==> src/rtl/serial_adder_pkg.sv <==
// Shared types and constants for the bit-serial adder.
package serial_adder_pkg;

   localparam int unsigned SERIAL_ADDER_WIDTH_DEF = 8;

   typedef enum logic [1:0] {
      IDLE  = 2'd0,
      SHIFT = 2'd1,
      DONE  = 2'd2
   } state_e;

endpackage

==> src/rtl/fa.sv <==
// Single-bit combinational full-adder cell.
module fa (
   input  logic a,
   input  logic b,
   input  logic ci,
   output logic s,
   output logic carry
);

   assign s     = a ^ b ^ ci;
   assign carry = (a & b) | (a & ci) | (b & ci);

endmodule

==> src/rtl/serial_adder.sv <==
// Bit-serial adder: one fa cell, LSB-first, WIDTH cycles per addition.
// Optional SERIAL_ADDER_OVF_EN adds a registered signed-overflow output ovf.
module serial_adder
   import serial_adder_pkg::*;
#(
   parameter int unsigned WIDTH = SERIAL_ADDER_WIDTH_DEF
) (
   input  logic             clk,
   input  logic             rst_n,
   input  logic             start,
   input  logic [WIDTH-1:0] a,
   input  logic [WIDTH-1:0] b,
   input  logic             cin,
   output logic             busy,
   output logic             done,
   output logic [WIDTH-1:0] sum,
   output logic             cout
`ifdef SERIAL_ADDER_OVF_EN
   ,
   output logic             ovf
`endif
);

   localparam int unsigned CNT_W = $clog2(WIDTH);

   state_e           state_q;
   state_e           state_d;
   logic [WIDTH-1:0] sa_q;
   logic [WIDTH-1:0] sb_q;
   logic             carry_q;
   logic [CNT_W-1:0] cnt_q;
   logic             fa_s;
   logic             fa_carry;
   logic             last_c;

   assign last_c = (cnt_q == CNT_W'(WIDTH - 1));

   fa u_fa (
      .a     (sa_q[0]),
      .b     (sb_q[0]),
      .ci    (carry_q),
      .s     (fa_s),
      .carry (fa_carry)
   );

   // Next-state logic
   always_comb begin
      state_d = state_q;
      case (state_q)
         IDLE:    if (start) state_d = SHIFT;
         SHIFT:   if (last_c) state_d = DONE;
         DONE:    state_d = IDLE;
         default: state_d = IDLE;
      endcase
   end

   always_ff @(posedge clk or negedge rst_n) begin
      if (!rst_n) state_q <= IDLE;
      else        state_q <= state_d;
   end

   // Datapath and registered status outputs
   always_ff @(posedge clk or negedge rst_n) begin
      if (!rst_n) begin
         busy    <= 1'b0;
         done    <= 1'b0;
         sum     <= '0;
         cout    <= 1'b0;
         sa_q    <= '0;
         sb_q    <= '0;
         carry_q <= 1'b0;
         cnt_q   <= '0;
`ifdef SERIAL_ADDER_OVF_EN
         ovf     <= 1'b0;
`endif
      end else begin
         busy <= (state_d == SHIFT);
         done <= (state_d == DONE);
         case (state_q)
            IDLE: begin
               if (start) begin
                  sa_q    <= a;
                  sb_q    <= b;
                  carry_q <= cin;
                  cnt_q   <= '0;
                  sum     <= '0;
                  cout    <= 1'b0;
`ifdef SERIAL_ADDER_OVF_EN
                  ovf     <= 1'b0;
`endif
               end
            end
            SHIFT: begin
               sum     <= {fa_s, sum[WIDTH-1:1]};
               carry_q <= fa_carry;
               sa_q    <= {1'b0, sa_q[WIDTH-1:1]};
               sb_q    <= {1'b0, sb_q[WIDTH-1:1]};
               cnt_q   <= cnt_q + CNT_W'(1);
               if (last_c) begin
                  cout <= fa_carry;
`ifdef SERIAL_ADDER_OVF_EN
                  // carry_q here is the carry into the MSB
                  ovf  <= carry_q ^ fa_carry;
`endif
               end
            end
            default: ;
         endcase
      end
   end

endmodule

==> config.mk <==
export PLATFORM = sky130hd
export DESIGN_NAME = serial_adder
export DESIGN_NICKNAME = d
export VERILOG_FILES = /design/src/rtl/serial_adder_pkg.sv /design/src/rtl/fa.sv /design/src/rtl/serial_adder.sv
export SDC_FILE = /design/constraint.sdc
export NUM_CORES = 1
export LEC_CHECK = 0
export BUFFER_PORTS_ARGS = -buffer_cell sky130_fd_sc_hd__buf_4
export CAP_MARGIN = 20
export CORE_MARGIN = 2
export CORE_UTILIZATION = 56
export CTS_BUF_LIST = sky130_fd_sc_hd__clkbuf_8
export DETAILED_ROUTE_END_ITERATION = 16
export PLACE_DENSITY = 0.85
export SETUP_SLACK_MARGIN = 0.4
export SYNTH_ARGS = -nofsm -noshare
export SYNTH_HDL_FRONTEND = slang
export SYNTH_HIERARCHICAL = 1
export SYNTH_SLANG_ARGS = --single-unit
==> constraint.sdc <==
create_clock -name clk -period 1.4 [get_ports clk]
set_input_delay 0.21 -clock clk [delete_from_list [all_inputs] [get_ports clk]]
set_output_delay 0.21 -clock clk [all_outputs]
set_load 0.03 [all_outputs]
# Word-level counts from Yosys, hierarchy flattened
# Index checks and enable logic that the tools add are counted.
# word_totals
regBits,33
input_bits,20
word_cells,43
# classes
addsub,1
n_eq_ne,6
mux,16
bitwise,7
reduce_logical,4
# ops
operator,n
one-hot mux 8 bit (2 select lines),3
2-to-1 mux 8 bit,3
one-hot mux 3 bit (2 select lines),1
== test 2 x 1 -> 1 bit (second input constant),2
2-to-1 mux 2 bit,2
inequality test 2 bit (second input constant),2
one-hot mux 1 bit (2 select lines),2
one-hot mux 2 bit (2 select lines),1
adder 3 x 1 -> 3 bit (second input constant),1
AND 1 bit,3
== test 3 bit (second input constant),1
2-to-1 mux 1 bit,3
2-to-1 mux 3 bit,1
AND reduction 3 bit,1
== test 2 bit (second input constant),1
logical NOT 2 bit,1
bitwise OR 1 bit,2
AND reduction 2 bit,1
nonzero test 2 bit,1
bitwise XOR 1 bit,2

# Longest topological paths before layout
# depth
word_depth,5
ltp_mapped,4

# Hierarchy
# The synthesis kept the hierarchy.
# modules_own_cells
mod,instances,cells_per_inst,area_per_inst_um2,seq_area_each_um2
serial_adder,1,118,1456.4,825.8
fa,1,1,20.0,0.0

# Worst setup path before layout
# Ideal clock, no wire load.
# synth_path
path_type,flip-flop to flip-flop
from,reg cnt_q[0]
to,reg cout
setup_ps,87
t_arrival_ps,1144
required_ps,1313
setup_slack_ps,169
stages_incl_launch_ff,5
n_path_buf,0
path_cell_list,dfrtp_1 ha_1 ha_1 or2b_1 o211ai_1
# synth_via
elab_chain_len,3
# synth_lines
element,line,rtl
"start, declared",serial_adder.sv:31,logic [CNT_W-1:0] cnt_q;
"start signal, assigned",serial_adder.sv:98,cnt_q <= cnt_q + CNT_W'(1);
== test 3 bit,serial_adder.sv:36,assign last_c = (cnt_q == CNT_W'(WIDTH - 1));
inequality test 2 bit (no line),-,
AND reduction 3 bit (no line),-,
"end signal, assigned",serial_adder.sv:100,cout <= fa_carry;
"end, declared",serial_adder.sv:17,output logic cout
# Every way passes these cells.
# A chain may end at the register's enable or synchronous reset.

# Worst setup path in the final report
# layout_path
from,reg state_q[1]
to,reg sb_q[7]
# layout_via
elab_chain_len,3
word_cells_on_any_way,6
cone_classes,2 x eq/ne; 1 x mux; 3 x reduce/logical
# layout_lines
element,line,rtl
"start, declared",serial_adder.sv:26,state_e state_q;
"start signal, assigned",serial_adder.sv:59,else state_q <= state_d;
== test 2 x 1 -> 1 bit / logical NOT 2 bit (equally long branches),serial_adder.sv:79,case (state_q)
nonzero test 2 bit (no line) / inequality test 2 bit (equally long branches),-,
AND reduction 2 bit (no line),-,
"end signal, assigned",serial_adder.sv:97,"sb_q <= {1'b0, sb_q[WIDTH-1:1]};"
"end, declared",serial_adder.sv:29,logic [WIDTH-1:0] sb_q;
# Several ways; a longest one is shown, not always the timed one.

==> metrics.md <==
| Metric | Value |
|---|---|
| Hpwl dp | `1960 µm` |
| Setup TNS | `0 ns` |
| Sequential share of the synthesized area | `0.559` |
| Vias | `1222` |
| Area Growth Syn to Fin | `44.1%` |
| RSZ-0062 raised after global routing | `true` |
| Die height | `55.3 µm` |
| Core Rows | `18` |
| Detailed-route DRC error count | `0` |
| Worst path depth | `3` |
| Post-Synth Adder-Cell Area | `0.0305` |
| Initial drt markers | `37` |
| Vias in the first global route | `1149` |
| FF-to-FF setup slack | `0.13 ns` |
| Initial antenna violation count | `0` |
| Worst endpoint data arrival time | `1.51 ns` |
| H-tree depth | `2` |
| Status | `complete, no violations` |
| GP Congestion | `0.756` |
| Antenna viol nets, final | `0` |
| Cell area after layout | `2130 µm²` |
| Leak pwr | `0.975 nW` |
| Worst skew pair latency | `0.29 ns` |
| Starting Density | `0.596` |
| Critical Path Sink | `sb_q[7]` |
| Sink Count | `33` |
| Setup Skew | `0.00588 ns` |
| Synth Warn # | `6` |
| Post-route minimum period | `1.27 ns` |
| Slew Limit Fails | `0` |
| Crit path buffers/inverters | `0` |
| Period utilisation layout | `0.910` |
| FF+latch count, synth | `33` |
| Worst path top cell family by delay | `flip-flops` |
| Worst-path fanout max | `10` |
| Post-layout util | `0.859` |
| Routed WL | `3820 µm` |
| Inserted Diodes | `0` |
| Ports | `31` |
| Mux contribution to synthesized area | `0` |
| Mapped Cells | `119` |
| Fin. Hold Viols | `0` |
| Most frequent cells in the layout | `buf_4, dfrtp_1, a22o_1, nor2_1` |
| Post-synthesis compound-gate area fraction | `0.287` |
| Crit. End Element | `register` |
| Number of distinct library cells after synthesis | `25` |
| Drt via density | `5.90` |
| Final setup violation count | `0` |
| Congestion Overflow GR | `0` |
| First-pass GRT wire length | `5530 µm` |
| Total track usage | `0.239` |
| CP Cell Sequence | `nand2b_1 > nor2_1 > a22o_1` |
| Largest family of logic cells by synthesized area | `compound AO/OA/AOI/OAI gates` |
| Post-synthesis instance area | `1480 µm²` |
| CP Class | `register to register` |
| Die X | `55.3 µm` |
| Max Root-Sink Buffers | `2` |
| Cells on worst reg2reg path | `3` |
| PwrDens | `2400 nW/µm²` |
| Synth Area in Simple Gates | `0.0797` |
| Worst-path clk slew | `0.07 ns` |
| Post-DR wirelength/cell | `18.5 µm` |
| Slew HR | `0.720` |
| Critical path's slowest cell | `dfrtp_1` |
| Worst flop-to-flop path startpoint | `state_q[1]` |
| RR Endpoint | `sb_q[7]` |
| Placed cell areas | `1720 µm²` |
| PortBufs | `30` |
| Nets@finish | `199` |
| Synth Net Count | `142` |
| Critical Path RT | `1.64 ns` |
| Leading cell type in the layout, fill and taps excluded | `buf_4` |
| Avg Cell Area, Syn | `12.4 µm²` |
| Worst Setup SP | `state_q[1]` |
| Crit path launch type | `register` |
| Synth Area in XOR/XNOR | `0` |
| HP Class | `primary input to register` |
| Die area | `3060 µm²` |
| Max Fclk | `785 MHz` |
| Max incr delay on CP | `0.53 ns` |
| Peak supply drop | `1890 µV` |
| Fill count | `116` |
| CTS tree | `built` |
| Largest net degree at the start of global routing | `34` |
| Fraction of layout cells with a size suffix above 1 | `0.559` |
| Clock root cell | `clkbuf_8` |
| CTS Buf Count | `5` |
| DRT Pass-1 Iters | `4` |
| Core box area | `2480 µm²` |
| Worst slew pin tran | `0.421 ns` |
| Max-cap violations | `0` |
## layout make-up
cell class	instances	area [µm²]	share of cell area
well taps	30	37.5	0.0176
repair buffers	53	442	0.208
multi-input cells	80	703	0.331
clock buffers	7	96.3	0.0453
clock inverters	1	5.00	0.00235
flip-flops and latches	33	827	0.389
inverters	3	16.3	0.00765
## layer usage
| metal | track usage | share of wire | wire, µm | up-vias |
|---|---|---|---|---|
| li1 | - | - | - | 561 |
| met1 | 0.300 | 0.42 | 1620 | 609 |
| met2 | 0.379 | 0.51 | 1950 | 46 |
| met3 | 0.0820 | 0.050 | 193 | 6 |
| met4 | 0.0941 | 0.016 | 61 | 0 |
| met5 | 0 | 0 | 0 | - |
## worst register-to-register path, stage by stage (launching register included)
cell and delay, ns:
dfrtp_1 0.53, nand2b_1 0.28, nor2_1 0.24, a22o_1 0.17
## Yosys cell counts, drive strengths merged
master | number | area [µm²]
nor2 | 13 | 48.8
nand2b | 3 | 26.3
a22o | 12 | 105
buf | 6 | 52.6
a21oi | 17 | 123
ha | 2 | 25.0
dfrtp | 33 | 826
and2 | 2 | 12.5
o21ba | 1 | 10.0
o22ai | 18 | 163
nand3 | 1 | 5.00
o211ai | 1 | 7.51
fa | 1 | 20.0
inv | 3 | 11.3
o21ai | 1 | 5.00
and2b | 1 | 10.0
nand2 | 2 | 7.51
o21bai | 1 | 11.3
or2b | 1 | 7.51
## through the flow
step	total power [mW]	hold slack [ns]	setup slack, ns	cells
final	5.10	0.132	0.126	207
after global routing	5.37	0.124	0.0702	207
after CTS	4.67	0.131	0.167	195
after detailed placement	3.58	0.174	0.141	174
after global placement	3.46	0.167	0.200	174
after floorplan	3.12	-0.0856	0.216	119
## timing repair
item	CTS	global route
hold buffers	1	0
pin swaps	3	5
endpoints found under the setup margin	44	44
endpoints found under the hold margin	33	0
setup buffers	12	9
gates resized for setup	15	14
gates cloned	0	3
## worst min-delay path by stage
stage | from | cells past startpoint | endpoint
CTS | a[7] | 2 | sa_q[7]
floorplan | rst_n | 0 | busy
global route | a[7] | 2 | sa_q[7]
detailed placement | rst_n | 1 | sum[7]
global placement | rst_n | 1 | sum[6]
finish | a[7] | 2 | sa_q[7]
## state kept, by name, summed over array words and instances, names as in the netlist
signal   flops
sa_q         8
sb_q         8
sum          8
cnt_q        3
state_q      2
busy         1
carry_q      1
cout         1
done         1
## where the power goes
part           internal (mW)  switching, mW
clock network          0.444          0.350
registers               1.37          0.327
logic                   1.35           1.25
total                   3.17           1.93
## kinds of logic (layout without fill, tap and decap cells)
group,count (synthesis),count (layout)
fa+ha+maj,3,3
buf+inv,9,64
simple gates,23,24
flops,33,33
compound gates,51,53
No activity file was read; power rests on OpenSTA's default activity.
